--- config.mk ---
export PLATFORM = sky130hd
export DESIGN_NAME = dmem_access_ctrl_flat
export DESIGN_NICKNAME = d
export VERILOG_FILES = /design/src/rtl/dmem_access_ctrl_if.sv /design/src/rtl/dmem_access_ctrl.sv /design/src/flat_wrapper.sv
export SDC_FILE = /design/constraint.sdc
export NUM_CORES = 1
export LEC_CHECK = 0
export ABC_AREA = 1
export CAP_MARGIN = 20
export CORE_ASPECT_RATIO = 1.1
export CORE_MARGIN = 8
export CORE_UTILIZATION = 45
export DETAILED_ROUTE_END_ITERATION = 8
export DONT_BUFFER_PORTS = 1
export REMOVE_ABC_BUFFERS = 1
export SETUP_SLACK_MARGIN = 0.2
export SYNTH_ARGS = -nofsm -noshare
export SYNTH_HDL_FRONTEND = slang
export SYNTH_SLANG_ARGS = --single-unit
--- constraint.sdc ---
create_clock -name clk -period 3.5 [get_ports clk]
set_clock_uncertainty 0.15 [all_clocks]
set_input_delay 0.7 -clock clk [delete_from_list [all_inputs] [get_ports clk]]
set_output_delay 0.7 -clock clk [all_outputs]
set_load 0.02 [all_outputs]
--- src/rtl/dmem_access_ctrl_if.sv ---
// D-cache port bundle: the controller (master) issues registered requests,
// the cache (slave) answers with read data and a busy/stall flag.
interface dmem_access_ctrl_if #(
    parameter int ADDR_W = 30,
    parameter int DATA_W = 32
);
    logic              mem_read_o;
    logic              mem_write_o;
    logic [ADDR_W-1:0] mem_addr_o;
    logic [DATA_W-1:0] mem_wdata_o;
    logic [DATA_W-1:0] mem_rdata_i;
    logic              mem_stall_i;

    modport master (
        output mem_read_o, mem_write_o, mem_addr_o, mem_wdata_o,
        input  mem_rdata_i, mem_stall_i
    );

    modport slave (
        input  mem_read_o, mem_write_o, mem_addr_o, mem_wdata_o,
        output mem_rdata_i, mem_stall_i
    );
endinterface

--- src/rtl/dmem_access_ctrl.sv ---
// Data-memory access controller: turns decoder MemRead/MemWrite into one registered
// D-cache request per instruction and stalls the core until it completes.
// Optional DMEM_ACCESS_CTRL_ALIGN_CHK_EN adds misaligned_o and blocks unaligned accesses.
module dmem_access_ctrl #(
    parameter int ADDR_W = 30,
    parameter int DATA_W = 32,
    parameter int CNT_W  = 16
) (
    input  logic              clk,
    input  logic              rst_n,
    input  logic              MemRead_i,
    input  logic              MemWrite_i,
    input  logic [31:0]       addr_i,
    input  logic [DATA_W-1:0] wdata_i,
    output logic [DATA_W-1:0] rdata_o,
    output logic              stall_o,
    output logic [CNT_W-1:0]  stall_cnt_o,
`ifdef DMEM_ACCESS_CTRL_ALIGN_CHK_EN
    output logic              misaligned_o,
`endif
    dmem_access_ctrl_if.master mem
);
    typedef enum logic [1:0] {IDLE, ACCESS, DONE} state_t;

    state_t            state_reg, state_next;
    logic              stall_next;
    logic              req;
    logic              misal;
    logic              mem_read_reg, mem_write_reg;
    logic [ADDR_W-1:0] mem_addr_reg;
    logic [DATA_W-1:0] mem_wdata_reg;
    logic [DATA_W-1:0] rdata_reg;
    logic [CNT_W-1:0]  stall_cnt_reg;

    assign req = MemRead_i | MemWrite_i;

`ifdef DMEM_ACCESS_CTRL_ALIGN_CHK_EN
    logic misaligned_reg;
    assign misal        = |addr_i[1:0];
    assign misaligned_o = misaligned_reg;
`else
    logic unused_addr_lo;
    assign misal          = 1'b0;
    assign unused_addr_lo = ^addr_i[1:0];
`endif

    always_comb begin
        state_next = state_reg;
        stall_next = 1'b0;
        case (state_reg)
            IDLE: begin
                if (req) begin
                    stall_next = 1'b1;
                    state_next = misal ? DONE : ACCESS;
                end
            end
            ACCESS: begin
                stall_next = 1'b1;
                if (!mem.mem_stall_i) state_next = DONE;
            end
            DONE:    state_next = IDLE;
            default: state_next = IDLE;
        endcase
    end

    // The request decode is combinational, so gate it with reset to keep the core free.
    assign stall_o = stall_next & rst_n;

    always_ff @(posedge clk or negedge rst_n) begin
        if (!rst_n) begin
            state_reg      <= IDLE;
            mem_read_reg   <= 1'b0;
            mem_write_reg  <= 1'b0;
            mem_addr_reg   <= '0;
            mem_wdata_reg  <= '0;
            rdata_reg      <= '0;
            stall_cnt_reg  <= '0;
`ifdef DMEM_ACCESS_CTRL_ALIGN_CHK_EN
            misaligned_reg <= 1'b0;
`endif
        end else begin
            state_reg <= state_next;
            if (stall_o && (stall_cnt_reg != {CNT_W{1'b1}}))
                stall_cnt_reg <= stall_cnt_reg + 1'b1;
            case (state_reg)
                IDLE: begin
                    if (req) begin
`ifdef DMEM_ACCESS_CTRL_ALIGN_CHK_EN
                        if (misal) begin
                            misaligned_reg <= 1'b1;
                            if (MemRead_i && !MemWrite_i) rdata_reg <= '0;
                        end else
`endif
                        begin
                            mem_addr_reg  <= addr_i[ADDR_W+1:2];
                            mem_wdata_reg <= wdata_i;
                            // A store wins when the decoder asserts both.
                            mem_write_reg <= MemWrite_i;
                            mem_read_reg  <= MemRead_i & ~MemWrite_i;
                        end
                    end
                end
                ACCESS: begin
                    if (!mem.mem_stall_i) begin
                        if (mem_read_reg) rdata_reg <= mem.mem_rdata_i;
                        mem_read_reg  <= 1'b0;
                        mem_write_reg <= 1'b0;
                        mem_addr_reg  <= '0;
                        mem_wdata_reg <= '0;
                    end
                end
                DONE: begin
`ifdef DMEM_ACCESS_CTRL_ALIGN_CHK_EN
                    misaligned_reg <= 1'b0;
`endif
                end
                default: ;
            endcase
        end
    end

    assign mem.mem_read_o  = mem_read_reg;
    assign mem.mem_write_o = mem_write_reg;
    assign mem.mem_addr_o  = mem_addr_reg;
    assign mem.mem_wdata_o = mem_wdata_reg;
    assign rdata_o         = rdata_reg;
    assign stall_cnt_o     = stall_cnt_reg;
endmodule

--- src/flat_wrapper.sv ---
// flat-port wrapper written by rule: the top's interface ports become plain ports
module dmem_access_ctrl_flat 
#(
    parameter int ADDR_W = 30,
    parameter int DATA_W = 32,
    parameter int CNT_W  = 16
)
  (clk, rst_n, MemRead_i, MemWrite_i, addr_i, wdata_i, rdata_o, stall_o, stall_cnt_o, mem_mem_read_o, mem_mem_write_o, mem_mem_addr_o, mem_mem_wdata_o, mem_mem_rdata_i, mem_mem_stall_i);
  dmem_access_ctrl_if #(.ADDR_W(ADDR_W), .DATA_W(DATA_W)) mem_i ();
  input  logic clk;
  input  logic rst_n;
  input  logic MemRead_i;
  input  logic MemWrite_i;
  input  logic [31:0] addr_i;
  input  logic [DATA_W-1:0] wdata_i;
  output logic [DATA_W-1:0] rdata_o;
  output logic stall_o;
  output logic [CNT_W-1:0] stall_cnt_o;
  output wire logic [$bits(mem_i.mem_read_o)-1:0] mem_mem_read_o;
  output wire logic [$bits(mem_i.mem_write_o)-1:0] mem_mem_write_o;
  output wire logic [$bits(mem_i.mem_addr_o)-1:0] mem_mem_addr_o;
  output wire logic [$bits(mem_i.mem_wdata_o)-1:0] mem_mem_wdata_o;
  input wire logic [$bits(mem_i.mem_rdata_i)-1:0] mem_mem_rdata_i;
  input wire logic [$bits(mem_i.mem_stall_i)-1:0] mem_mem_stall_i;
  assign mem_mem_read_o = mem_i.mem_read_o;
  assign mem_mem_write_o = mem_i.mem_write_o;
  assign mem_mem_addr_o = mem_i.mem_addr_o;
  assign mem_mem_wdata_o = mem_i.mem_wdata_o;
  assign mem_i.mem_rdata_i = mem_mem_rdata_i;
  assign mem_i.mem_stall_i = mem_mem_stall_i;
  dmem_access_ctrl #(.ADDR_W(ADDR_W), .DATA_W(DATA_W), .CNT_W(CNT_W)) u_core (.clk(clk), .rst_n(rst_n), .MemRead_i(MemRead_i), .MemWrite_i(MemWrite_i), .addr_i(addr_i), .wdata_i(wdata_i), .rdata_o(rdata_o), .stall_o(stall_o), .stall_cnt_o(stall_cnt_o), .mem(mem_i));
endmodule
==> impl_metrics.tcl <==
set metrics [dict create \
    status "complete, but fails checks" \
    violations "negative hold slack" \
    die_x_um 116.1 \
    reg2reg_to "u_core.stall_cnt_o[8]" \
    yosysWarnings 0 \
    reg2reg_from "u_core.stall_cnt_o[0]" \
    grt_pass1_wl_um 20490 \
    core_area_um2 10810 \
    hp-class "input port to asynchronous set/reset pin" \
    worst_pin_slew_ps 684.2 \
    seq_area_frac_synth_pct 57.56 \
    ioPinCount 214 \
    grt_max_degree 116 \
    crit_chain "inv_1, nor2_2, inv_2, nand2_1, nand2_2, inv_1" \
    critPathKind "register to output port" \
    drc_errors 0 \
    port_buffers 0 \
    grt_use_total_pct 17.90 \
    netlist_area_um2 4956 \
    final_cell_area_um2 5741 \
    antenna_found_initial 0 \
    insertion_delay_ps 400 \
    synth_flop_cell "dfrtp_1" \
    ant_nets 0 \
    fmax_mhz 420.8 \
    ir_worst_vdd_v 0.0004995 \
    crit_slowest_cell "dfrtp_1" \
    dpl-instance-area_um2 5015 \
    critPathMaxFanout 13 \
    total_power_w 0.006371 \
    cts_made_buffers 17 \
    wl_per_cell_um 18.25 \
    cts_tree "yes" \
    overflow 0 \
    cts-resized-gates 0 \
    grt_pass1_vias 3808 \
    reg2reg_slack_ps 1190 \
    cts_root_buf "clkbuf_16" \
    synth_edf_count 0 \
    hold_ws_ps -159.0 \
    final.period_utilization_pct 67.90 \
    r2r_cells 8 \
    crit_path_start_kind "register" \
    place.gp.congestion 0.7511 \
    worstPathArrival_ps 1530 \
    period_needed_ps 2377 \
    syn_to_final_growth_pct 15.83 \
    multi_input_area_um2 1858 \
    drtIter0Drc 293 \
    clkSlewWorstSetupHoldPaths_ps 50 \
    grt_setup_unrepaired "no" \
    ys_ff_latch 114 \
    vias_per_cell 5.415 \
    cp.required_ps 2650 \
    syn_area_per_cell_um2 8.515 \
    design.die.area_um2 14630 \
    die_h_um 126.1 \
    clkSinkCount 114 \
    report.final.slew_viol_count 0 \
    regArea_um2 2853 \
    clock_path_buffers 2 \
    fin_nets 670 \
    vias 3942 \
    wl_um 13290 \
    htree_num_levels 4 \
    critPathMaxStageDelay_ps 380 \
    crit_path_frequent_cell "inv_1" \
    dp_cells 696 \
    diodes 0 \
    p_per_area_nw_per_um2 1110 \
    hold_viol 114 \
    dp_hpwl_um 8970 \
    yosysUniqueCellTypes 21 \
    firstDrtPassIters 4 \
    slew-limit-headroom_pct 54.39 \
    fin_cells 728 \
    syn_inst 582 \
    end_kind "output port" \
    async_reset_ff_share_pct 100.0 \
    fillers 1047 \
    drive_gt1_share_pct 8.262 \
    finalSetupViolCount 0 \
    leakage_nw 2.865 \
    max-cap-violations 0 \
    rows 40 \
    initial_utilization_pct 45.84 \
]
==> where the power goes <==
part / switching (W) / internal (W)
combinational: 0.000814 / 0.000390
sequential: 0.00117 / 0.00188
clock: 0.000582 / 0.00154
==> how the worst max path moves through the flow <==
stage | startpoint | to | slack [ps] | cells after the start
6_report | u_core.state_reg[0] | stall_o | 1120 | 6
5_1_grt | u_core.stall_cnt_o[0] | u_core.stall_cnt_o[7] | 950 | 8
4_1_cts | u_core.state_reg[0] | stall_o | 1090 | 6
3_5_place_dp | u_core.stall_cnt_o[0] | u_core.stall_cnt_o[8] | 1160 | 8
3_3_place_gp | u_core.stall_cnt_o[0] | u_core.stall_cnt_o[8] | 1260 | 8
2_1_floorplan | MemWrite_i | stall_o | -940 | 6
==> metrics by stage <==
stage	setup slack, ps	util [%]	TNS, ps
after floorplan	-940.2	-	-17320
after global placement	1265	46.39	0
after detailed placement	1165	46.39	0
after CTS	1093	53.10	0
after global routing	949.3	53.10	0
final	1123	53.10	0
==> cell usage in the layout, fill, tap and decap left out, drive strengths merged, types with 2 or more instances in the layout <==
cell type,instances
dfrtp,114
nand3,131
clkbuf,23
nand3b,2
nand4,3
nand2,188
o21ai,53
nor2,23
inv,20
bufinv,8
buf,6
xor2,7
==> Yosys cell counts, types with 3 or more instances <==
cell      number  area, um2
nor2_2         3      18.77
nor2_1        18      67.56
xor2_1         7      61.31
buf_2         13      65.06
nand2_1      187      701.9
inv_1         16      60.06
o21ai_0       32      160.2
dfrtp_1      114       2853
nand4_1        3      18.77
nand3_1      131      655.6
clkbuf_1      22      82.58
inv_2          4      15.01
o21ai_1       21      105.1
==> cell families after synthesis <==
logic type / synth area share, %
and+or+nand+nor: 30.50
AOI/OAI and AO/OA: 5.352
buffers and inverters: 5.099
xor gates and xnor gates: 1.237
adders and majority gates: 0.2524
DFF: 57.56
==> final cells by class <==
cell class	count	share of cell area, %
flip-flops and latches	114	49.69
well taps	147	3.204
inverters	20	1.308
multi-input cells	409	32.37
clock inverters	9	4.316
repair buffers	6	0.7847
clock buffers	23	8.326
==> per-layer routing <==
metal  vias to the layer above  wire length [um]  track usage, %
li1                       1876                 -               -
met1                      1889              4909           20.15
met2                       164              6318           27.03
met3                        13              1856           11.28
met4                         0               201           5.959
met5                         -                 0               0
==> repair_timing <==
action	CTS	global route
hold endpoints to repair	114	114
setup buffers	0	0
setup endpoints to repair	0	0
==> worst max-delay path, delay by kind of cell, from the launching register on <==
family / cells / cell delay [ps]
simple gates: 3 / 370
flops: 1 / 380
buf+inv: 3 / 370
No activity file was read; power rests on OpenSTA's default activity.
